==> src/rtl/index_vector_builder.sv <==
// -----------------------------------------------------------------------------
// index_vector_builder
//
// Rebuilds a DOUT_WIDTH-bit hit bitmap from a stream of bit indices. This is
// the inverse of a first-one index stage. Each valid index sets its bit in an
// accumulator. A frame closes after FRAME_LEN valid beats, or when din_last is
// seen. A closed frame moves to an output holding register, and a
// valid/ready handshake drains that register. The accumulator never stalls.
// When a frame closes while the holding register is full and not draining,
// the new frame is dropped and the sticky overflow flag is set.
//
// Optional feature: define DUP_DETECT_EN to add dout_dup. This flag reports
// whether any in-range index in the frame hit a bit that was already set
// earlier in the same frame.
//
// Ports:
//   clk         in   system clock, all logic on posedge
//   rst         in   synchronous active-high reset
//   din         in   bit index to set
//   din_valid   in   din is a valid beat this cycle
//   din_last    in   close the current frame (with or without din_valid)
//   dout        out  completed frame bitmap
//   dout_hits   out  valid beats in the frame (duplicates/out-of-range included)
//   dout_valid  out  holding register contains a frame
//   dout_ready  in   consumer accepts the frame when dout_valid && dout_ready
//   overflow    out  sticky: at least one completed frame was dropped
//   dout_dup    out  (DUP_DETECT_EN only) frame contained a repeated index
// -----------------------------------------------------------------------------
module index_vector_builder #(
    parameter int DOUT_WIDTH = 32,
    parameter int DIN_WIDTH  = $clog2(DOUT_WIDTH),
    parameter int FRAME_LEN  = 16,
    parameter int CNT_WIDTH  = $clog2(FRAME_LEN + 1)
) (
    input  logic                  clk,
    input  logic                  rst,
    input  logic [DIN_WIDTH-1:0]  din,
    input  logic                  din_valid,
    input  logic                  din_last,
    output logic [DOUT_WIDTH-1:0] dout,
    output logic [CNT_WIDTH-1:0]  dout_hits,
    output logic                  dout_valid,
    input  logic                  dout_ready,
`ifdef DUP_DETECT_EN
    output logic                  dout_dup,
`endif
    output logic                  overflow
);

    typedef enum logic {EMPTY, ACCUM} state_t;

    // Counter value that, on a further valid beat, completes a full frame.
    localparam logic [CNT_WIDTH-1:0] LAST_CNT = CNT_WIDTH'(FRAME_LEN - 1);

    state_t                  state_q, state_d;
    logic [DOUT_WIDTH-1:0]   acc_q, acc_d;
    logic [CNT_WIDTH-1:0]    cnt_q, cnt_d;

    logic [DOUT_WIDTH-1:0]   hold_q;
    logic [CNT_WIDTH-1:0]    hold_hits_q;
    logic                    hold_vld_q;
    logic                    ovf_q;

    logic                    in_range;
    logic [DOUT_WIDTH-1:0]   hit_mask;
    logic [DOUT_WIDTH-1:0]   acc_next;
    logic [CNT_WIDTH-1:0]    cnt_next;
    logic                    frame_close;
    logic                    hold_load;

`ifdef DUP_DETECT_EN
    logic                    dup_q, dup_d, dup_next;
    logic                    hold_dup_q;
`endif

    // When DOUT_WIDTH is not a power of two, an index can point past the
    // bitmap. Such a beat is still counted, but it sets no bit.
    assign in_range = int'(din) < DOUT_WIDTH;
    assign hit_mask = in_range ? (DOUT_WIDTH'(1) << din) : '0;

    // Frame contents including the current beat. Both the close path and the
    // continue path use these values.
    assign acc_next = din_valid ? (acc_q | hit_mask) : acc_q;
    assign cnt_next = din_valid ? (cnt_q + CNT_WIDTH'(1)) : cnt_q;

    // A lone din_last on an empty accumulator is ignored. Empty frames are
    // never emitted.
    assign frame_close = (din_valid && (cnt_q == LAST_CNT)) ||
                         (din_last && ((cnt_q != '0) || din_valid));

    // The holding register accepts a frame if it is free, or if it is being
    // drained in this same cycle.
    assign hold_load = frame_close && (!hold_vld_q || dout_ready);

`ifdef DUP_DETECT_EN
    assign dup_next = dup_q | (din_valid && in_range && ((acc_q & hit_mask) != '0));
`endif

    // Accumulator FSM: next-state logic.
    always_comb begin
        state_d = state_q;
        acc_d   = acc_next;
        cnt_d   = cnt_next;
`ifdef DUP_DETECT_EN
        dup_d   = dup_next;
`endif
        if (frame_close) begin
            state_d = EMPTY;
            acc_d   = '0;
            cnt_d   = '0;
`ifdef DUP_DETECT_EN
            dup_d   = 1'b0;
`endif
        end else if (din_valid) begin
            state_d = ACCUM;
        end
    end

    // Accumulator FSM: state register.
    always_ff @(posedge clk) begin
        if (rst) begin
            state_q <= EMPTY;
            acc_q   <= '0;
            cnt_q   <= '0;
`ifdef DUP_DETECT_EN
            dup_q   <= 1'b0;
`endif
        end else begin
            state_q <= state_d;
            acc_q   <= acc_d;
            cnt_q   <= cnt_d;
`ifdef DUP_DETECT_EN
            dup_q   <= dup_d;
`endif
        end
    end

    // Output holding register. Its data holds its value after a drain, so
    // dout and dout_hits keep the last frame while dout_valid is low.
    always_ff @(posedge clk) begin
        if (rst) begin
            hold_q      <= '0;
            hold_hits_q <= '0;
            hold_vld_q  <= 1'b0;
            ovf_q       <= 1'b0;
`ifdef DUP_DETECT_EN
            hold_dup_q  <= 1'b0;
`endif
        end else begin
            if (hold_load) begin
                hold_q      <= acc_next;
                hold_hits_q <= cnt_next;
                hold_vld_q  <= 1'b1;
`ifdef DUP_DETECT_EN
                hold_dup_q  <= dup_next;
`endif
            end else if (hold_vld_q && dout_ready) begin
                hold_vld_q  <= 1'b0;
            end
            if (frame_close && !hold_load) begin
                ovf_q <= 1'b1;
            end
        end
    end

    assign dout       = hold_q;
    assign dout_hits  = hold_hits_q;
    assign dout_valid = hold_vld_q;
    assign overflow   = ovf_q;
`ifdef DUP_DETECT_EN
    assign dout_dup   = hold_dup_q;
`endif

endmodule

==> config.mk <==
export PLATFORM = sky130hd
export DESIGN_NAME = index_vector_builder
export DESIGN_NICKNAME = d
export VERILOG_FILES = /design/src/rtl/index_vector_builder.sv
export SDC_FILE = /design/constraint.sdc
export NUM_CORES = 1
export LEC_CHECK = 0
export CORE_ASPECT_RATIO = 0.6
export CORE_MARGIN = 1
export CORE_UTILIZATION = 56
export CTS_BUF_LIST = sky130_fd_sc_hd__clkbuf_8
export DETAILED_ROUTE_END_ITERATION = 16
export PLACE_DENSITY_LB_ADDON = 0.2
export SETUP_SLACK_MARGIN = 0.15
export SYNTH_ARGS = -nofsm -noshare
export SYNTH_HDL_FRONTEND = slang
export SYNTH_SLANG_ARGS = --single-unit
==> constraint.sdc <==
create_clock -name clk -period 2.4 [get_ports clk]
set_input_delay 0.6 -clock clk [delete_from_list [all_inputs] [get_ports clk]]
set_output_delay 0.6 -clock clk [all_outputs]
set_load 0.02 [all_outputs]
==> flow_summary.toml, run 1 <==
[critical_path]
worstSetupEndpointType = "register"
arrival_ns = 2.42
worstSetupPathType = "in -> reg"
launch_instance_of_the_worst_register_to_register_path = "cnt_q[0]$_SDFF_PP0_"
launch_point_of_the_critical_path = "din_valid"
critical_path_required_ns = 2.64
critical_path_peak_fanout = 21
cp-start-kind = "input pin"
reg2reg_depth = 7

[routing]
routed-via-count = 3201
post_drt_via_cell_ratio = 6.276
dr.first_iter.drc_count = 151
drt_first_pass_iters = 4
ant_nets = 0
total_length_of_routed_wires_mm = 9.505
wl_per_cell_um = 18.64
drc = 0

[cells_and_area]
multi_input_area_um2 = 1684
final-instance-count-excl-fill = 510
post_route_cells_drive_above_1_share_pct = 24.65
post-route-util_pct = 75.97
nets = 439
layout.area.seq_um2 = 1521
insertedDiodeCount = 0
postLayoutCellArea_um2 = 4312
fillCellCount = 432
synthToLayoutAreaGrowth_pct = 27.87

[sta]
finalHoldViolCount = 0
post-route-worst-setup-slack_ns = 0.2168
worst_hold_slack_ns = 0.4652
fin_crit_ns = 2.183
setup_viol = 0
worstMarginPinSlew_ns = 0.4953
fin_worst_skew_ns = 0.007224
fmax_mhz = 458.1
fin_tns_setup_ns = 0
slew_viols_final = 0
rsz0062_at_grt = "false"
period_utilisation_layout_pct = 90.96
maxSlewHeadroom_pct = 66.98

[power]
power.ir.vdd_worst_v = 0.0003152
power_per_cell_area_nw_per_um2 = 693.7
power_mw = 2.991
total_leakage_power_nw = 1.572

[placement]
place.detailed.hpwl_mm = 6.246
postPlaceCellArea_um2 = 4094
dpl_worst_slack_ns = -0.08415
dpl.cell_count = 495
number_of_buffers_added_on_ports = 48
gp_congestion = 0.8295

[clocking]
clock_tree.root_cell = "sky130_fd_sc_hd__clkbuf_8"
numClockSinks = 76
cts-hold-fix-buffers = 0
htreeDepth = 3
tritoncts.num_buffers = 9
worst_skew_pair.late_latency_ns = 0.36
max-clock-path-buffers = 2
tritoncts_clock_tree = "done"
worst_path_clk_slew_ns = 0.08

[logic_synthesis]
postSynthAreaPerCell_um2 = 9.213
post_synth_instance_area_um2 = 3372
synth-seq-cells = 76
mappedNetlistNets = 379
synth_seq_area_share_pct = 45.12
yosysWarnings = 0
synth.lib_cells_used.distinct = 38
synthCells = 366

[status]
outcome = "completed"

[flow_run]
cap_violations = 0

[global_routing]
grt-ovfl-total = 0
number_of_antenna_violations_at_the_first_check_in_global_routing = 0
grt_max_degree = 27
global_router_s_overall_resource_usage_pct = 32.18
first_global_vias = 3157
first_pass_grt_wire_length_mm = 15.49

[hold_path]
hp-class = "reg -> reg"
hp-start = "acc_q[15]$_SDFF_PP0_"
hold_path_depth = 2

[die]
die_h_um = 62.11
top_level_port_count = 49
core_um2 = 5675
die_w_um = 102.2
site_rows = 21
die_area_um2 = 6346
initial_core_util_pct = 59.41
-- worst paths after layout --
path                                               to  slack [ns]
worst min register to register   acc_q[15]$_SDFF_PP0_        0.47
worst min-delay path             acc_q[15]$_SDFF_PP0_        0.47
worst max register to register  dout[11]$_SDFFE_PP0P_        0.27
worst max-delay path            dout[23]$_SDFFE_PP0P_        0.22
-- final cells by class --
type                       instances  share of cell area (%)
sequential                        76                   35.29
timing repair buffer              86                   18.31
tap                               80                   2.322
clock buffer                       9                   2.873
inverter                           3                  0.2612
clock inverter                     6                   1.886
multi-input combinational        250                   39.06
-- placed cells by master (no fill, tap or decap), types with 2 or more instances in the layout --
cell type	synthesis	final
sky130_fd_sc_hd__ha_1	3	3
sky130_fd_sc_hd__clkinv_2	0	2
sky130_fd_sc_hd__dfxtp_1	76	76
sky130_fd_sc_hd__nor4bb_1	3	3
sky130_fd_sc_hd__nand2b_1	4	4
sky130_fd_sc_hd__and4b_1	3	3
sky130_fd_sc_hd__a31oi_1	8	8
sky130_fd_sc_hd__buf_12	0	2
sky130_fd_sc_hd__a2111oi_2	13	13
sky130_fd_sc_hd__bufinv_16	0	2
sky130_fd_sc_hd__mux2_2	4	4
sky130_fd_sc_hd__a2111oi_0	5	3
sky130_fd_sc_hd__nor2b_1	8	8
sky130_fd_sc_hd__clkdlybuf4s50_1	0	47
sky130_fd_sc_hd__clkbuf_8	0	9
sky130_fd_sc_hd__inv_1	3	4
sky130_fd_sc_hd__buf_4	1	35
sky130_fd_sc_hd__a21oi_1	30	30
sky130_fd_sc_hd__a2111oi_1	15	17
sky130_fd_sc_hd__nor2_1	39	39
sky130_fd_sc_hd__o22ai_1	33	33
sky130_fd_sc_hd__or2_2	33	33
sky130_fd_sc_hd__nor3_1	33	33
-- registers in the layout, summed over array words and instances (netlist names) --
register,count
overflow,1
dout_valid,1
acc_q,32
dout_hits,5
dout,32
cnt_q,5
-- worst max-delay path, cell delays in order --
cell	delay (ns)
sky130_fd_sc_hd__clkdlybuf4s50_1	0.62
sky130_fd_sc_hd__buf_6	0.25
sky130_fd_sc_hd__and4b_1	0.35
sky130_fd_sc_hd__a31oi_1	0.17
sky130_fd_sc_hd__a2111oi_2	0.42
-- kinds of logic (layout without fill, tap and decap cells) --
logic type                 count (synthesis)  after routing  share of synthesized area (%)
buffers and inverters                     40            104                          5.195
xor gates and xnor gates                   2              2                         0.5196
adders and majority gates                  3              3                          1.113
muxes                                      5              5                          1.633
AOI/OAI and AO/OA                        110            110                          25.45
and+or+nand+nor                          130            130                          20.97
DFF                                       76             76                          45.12
-- repair_timing --
action | in CTS | in global routing
setup endpoints to repair | 0 | 5
resized for setup | 0 | 4
buffers inserted | 0 | 0
-- per-layer routing --
| metal | routed length, um | part of all wire (%) | track usage [%] |
|---|---|---|---|
| met1 | 4196 | 44 | 41.65 |
| met2 | 4344 | 46 | 49.16 |
| met3 | 816 | 8.6 | 11.37 |
| met4 | 148 | 1.6 | 12.14 |
| met5 | 0 | 0 | 0 |
-- power breakdown --
| group | internal, mW | switching [mW] | total, mW |
|---|---|---|---|
| logic | 0.265 | 0.314 | 0.579 |
| registers | 1.31 | 0.0498 | 1.36 |
| clock network | 0.572 | 0.476 | 1.05 |
| total | 2.15 | 0.839 | 2.99 |
-- cell usage after synthesis --
cell,instances,share of area (%)
sky130_fd_sc_hd__buf_6,2,0.67
sky130_fd_sc_hd__mux2i_1,1,0.30
sky130_fd_sc_hd__dfxtp_1,76,45
sky130_fd_sc_hd__nor2_1,39,4.3
sky130_fd_sc_hd__nand2b_1,4,0.74
sky130_fd_sc_hd__ha_1,3,1.1
sky130_fd_sc_hd__a2111oi_2,13,5.8
sky130_fd_sc_hd__nor4b_1,1,0.26
sky130_fd_sc_hd__or2_2,33,6.1
sky130_fd_sc_hd__and3_1,1,0.19
sky130_fd_sc_hd__a31oi_1,8,1.5
sky130_fd_sc_hd__a21bo_2,1,0.30
sky130_fd_sc_hd__o221a_4,1,0.59
sky130_fd_sc_hd__buf_1,4,0.45
sky130_fd_sc_hd__nor2b_1,8,1.5
sky130_fd_sc_hd__o22ai_1,33,6.1
sky130_fd_sc_hd__o31ai_1,1,0.22
sky130_fd_sc_hd__a21oi_1,30,4.5
sky130_fd_sc_hd__a211o_1,1,0.26
sky130_fd_sc_hd__and4_1,1,0.26
sky130_fd_sc_hd__nor3_1,33,4.9
sky130_fd_sc_hd__xnor2_1,1,0.26
sky130_fd_sc_hd__o21a_1,1,0.22
sky130_fd_sc_hd__inv_1,3,0.33
sky130_fd_sc_hd__nand3b_1,1,0.22
sky130_fd_sc_hd__clkbuf_1,25,2.8
sky130_fd_sc_hd__or4b_1,1,0.30
sky130_fd_sc_hd__mux2_2,4,1.3
sky130_fd_sc_hd__and2_1,1,0.19
sky130_fd_sc_hd__a2111oi_1,15,4.5
sky130_fd_sc_hd__a2111oi_0,5,1.3
sky130_fd_sc_hd__nand4_1,1,0.19
sky130_fd_sc_hd__buf_2,5,0.74
sky130_fd_sc_hd__o221ai_1,1,0.26
sky130_fd_sc_hd__xor2_1,1,0.26
sky130_fd_sc_hd__buf_4,1,0.22
sky130_fd_sc_hd__and4b_1,3,0.89
sky130_fd_sc_hd__nor4bb_1,3,0.89
(Power assumes the default switching activity.)
==> inputs of run 2 (changes only) <==
Settings changed: CORE_UTILIZATION 56 to 54, CTS_BUF_LIST sky130_fd_sc_hd__clkbuf_8 to sky130_fd_sc_hd__clkbuf_8 sky130_fd_sc_hd__clkbuf_16, PLACE_DENSITY set to 0.84, PLACE_DENSITY_LB_ADDON 0.2 to unset.
==> flow_summary.toml, run 2 (synthesized netlist as in run 1, its figures left out) <==
[status]
outcome = "completed"

[global_routing]
global_router_s_overall_resource_usage_pct = 29.57
first_pass_grt_wire_length_mm = 15.33
first_global_vias = 3111
grt_max_degree = 30
number_of_antenna_violations_at_the_first_check_in_global_routing = 0
grt-ovfl-total = 0

[clocking]
tritoncts.num_buffers = 9
max-clock-path-buffers = 2
worst_path_clk_slew_ns = 0.08
post-cts-setup-buffer-count = 0
tritoncts_clock_tree = "done"
htreeDepth = 3
cts_repair_resize_count = 0
clock_tree.root_cell = "sky130_fd_sc_hd__clkbuf_8"
worst_skew_pair.late_latency_ns = 0.36
cts-hold-fix-buffers = 0
numClockSinks = 76

[cells_and_area]
fillCellCount = 399
layout.area.seq_um2 = 1521
synthToLayoutAreaGrowth_pct = 28.42
postLayoutCellArea_um2 = 4330
nets = 433
insertedDiodeCount = 0
post-route-util_pct = 74.91
multi_input_area_um2 = 1699
layout_commonest_cell = "sky130_fd_sc_hd__dfxtp_1"
leading_cell_types_in_the_layout_fill_and_taps_excluded = "sky130_fd_sc_hd__dfxtp_1 (76), sky130_fd_sc_hd__clkdlybuf4s50_1 (46), sky130_fd_sc_hd__nor2_1 (39)"
post_route_cells_drive_above_1_share_pct = 24.47

[power]
power_switching_share_pct = 27.29
power.switching_mw = 0.8505
total_leakage_power_nw = 1.576
power.ir.vdd_worst_v = 0.0004378
internal_power_mw = 2.266
pwr-share-seq_pct = 43.8
power.combinational.fraction_pct = 18.5
power_mw = 3.117
power_per_cell_area_nw_per_um2 = 719.8
clock_power_share_pct = 37.7

[sta]
worst_hold_slack_ns = 0.4700
fin_crit_ns = 2.142
fmax_mhz = 466.8
finalHoldViolCount = 0
setup_viol = 0
fin_worst_skew_ns = 0.01292
post-route-worst-setup-slack_ns = 0.2578
slew_viols_final = 0
period_utilisation_layout_pct = 89.26
rsz0062_at_grt = "true"
worstMarginPinSlew_ns = 0.6051
maxSlewHeadroom_pct = 59.66

[critical_path]
crit_buf_inv = 1
worst-path-stages = 7
cpMaxStageDelayCell = "sky130_fd_sc_hd__mux2_2"
critical_path_required_ns = 2.64
setup.reg_to_reg.worst_slack_ns = 0.26
launch_point_of_the_critical_path = "cnt_q[0]$_SDFF_PP0_"
crit_path_end = "dout_hits[4]$_SDFFE_PP0P_"
slowest_delay_ns = 0.37
cp-start-kind = "register"
worstSetupEndpointType = "register"
crit_family = "adder cells"
arrival_ns = 2.38
crit-reg2reg-capture = "dout_hits[4]$_SDFFE_PP0P_"
crit_chain = "ha_1, and3_1, ha_1, and2_1, buf_4, o221ai_1, mux2_2"
critical_path_peak_fanout = 13
worstSetupPathType = "reg -> reg"
launch_instance_of_the_worst_register_to_register_path = "cnt_q[0]$_SDFF_PP0_"
crit_top_cell = "sky130_fd_sc_hd__ha_1"
reg2reg_depth = 7

[placement]
postPlaceCellArea_um2 = 4061
place.detailed.hpwl_mm = 6.040
dpl_worst_slack_ns = -0.1033
number_of_buffers_added_on_ports = 48
gp_congestion = 0.8564

[routing]
total_length_of_routed_wires_mm = 9.441
dr.first_iter.drc_count = 299
routed-via-count = 3145
wl_per_cell_um = 18.70
drt_first_pass_iters = 7
ant_nets = 0
drc = 0
post_drt_via_cell_ratio = 6.228

[die]
top_level_port_count = 49
die_w_um = 104.0
die_h_um = 63.21
initial_core_util_pct = 58.33
die_area_um2 = 6575
site_rows = 21
core_um2 = 5781

[hold_path]
hp-class = "reg -> reg"

[flow_run]
cap_violations = 0
==> run 2: layout make-up <==
class                   instances  area share (%)
clock buffers                   9           2.860
clock inverters                 7           2.658
inverters                       3          0.2600
multi-input cells             250           39.24
flip-flops and latches         76           35.13
well taps                      80           2.311
repair buffers                 80           17.54
==> run 2: how the worst min path moves through the flow <==
stage	startpoint	to	slack, ns	cells after the start
after global placement	acc_q[19]$_SDFF_PP0_	acc_q[19]$_SDFF_PP0_	0.44	2
after floorplan	acc_q[0]$_SDFF_PP0_	acc_q[0]$_SDFF_PP0_	0.42	2
after CTS	acc_q[21]$_SDFF_PP0_	acc_q[21]$_SDFF_PP0_	0.47	2
after global routing	acc_q[25]$_SDFF_PP0_	acc_q[25]$_SDFF_PP0_	0.50	2
final	acc_q[21]$_SDFF_PP0_	acc_q[21]$_SDFF_PP0_	0.47	2
after detailed placement	acc_q[21]$_SDFF_PP0_	acc_q[21]$_SDFF_PP0_	0.45	2
==> run 2: through the flow <==
| step | cells | TNS (ns) |
|---|---|---|
| detailed placement | 489 | -0.6499 |
| finish | 505 | 0 |
| global placement | 489 | -0.01820 |
| CTS | 505 | 0 |
| global route | 505 | 0 |
| floorplan | 366 | 0 |
==> run 2: worst reg2reg max path, stage by stage, from the launching register on <==
cell and delay, ns:
sky130_fd_sc_hd__dfxtp_1 0.35, sky130_fd_sc_hd__ha_1 0.24, sky130_fd_sc_hd__and3_1 0.17, sky130_fd_sc_hd__ha_1 0.19
sky130_fd_sc_hd__and2_1 0.21, sky130_fd_sc_hd__buf_4 0.20, sky130_fd_sc_hd__o221ai_1 0.29, sky130_fd_sc_hd__mux2_2 0.37
==> run 2: power by group through the flow <==
stage                     Clock (mW)  Sequential, mW  Combinational (mW)
after floorplan                    0            1.44               0.292
after global placement             0            1.39               0.544
after detailed placement           0            1.39               0.557
after CTS                       1.17            1.36               0.564
after global routing            1.23            1.37               0.613
final                           1.18            1.36               0.576
==> run 2: per-layer routing <==
metal  global-route usage, %  share of wire (%)  up-vias  wire [um]
met4                   10.00                1.5        0        137
met5                       0                  0        -          0
met3                   7.350                8.5       13        798
met2                   48.08                 45      154       4287
li1                        -                  -     1472          -
met1                   38.56                 45     1506       4217
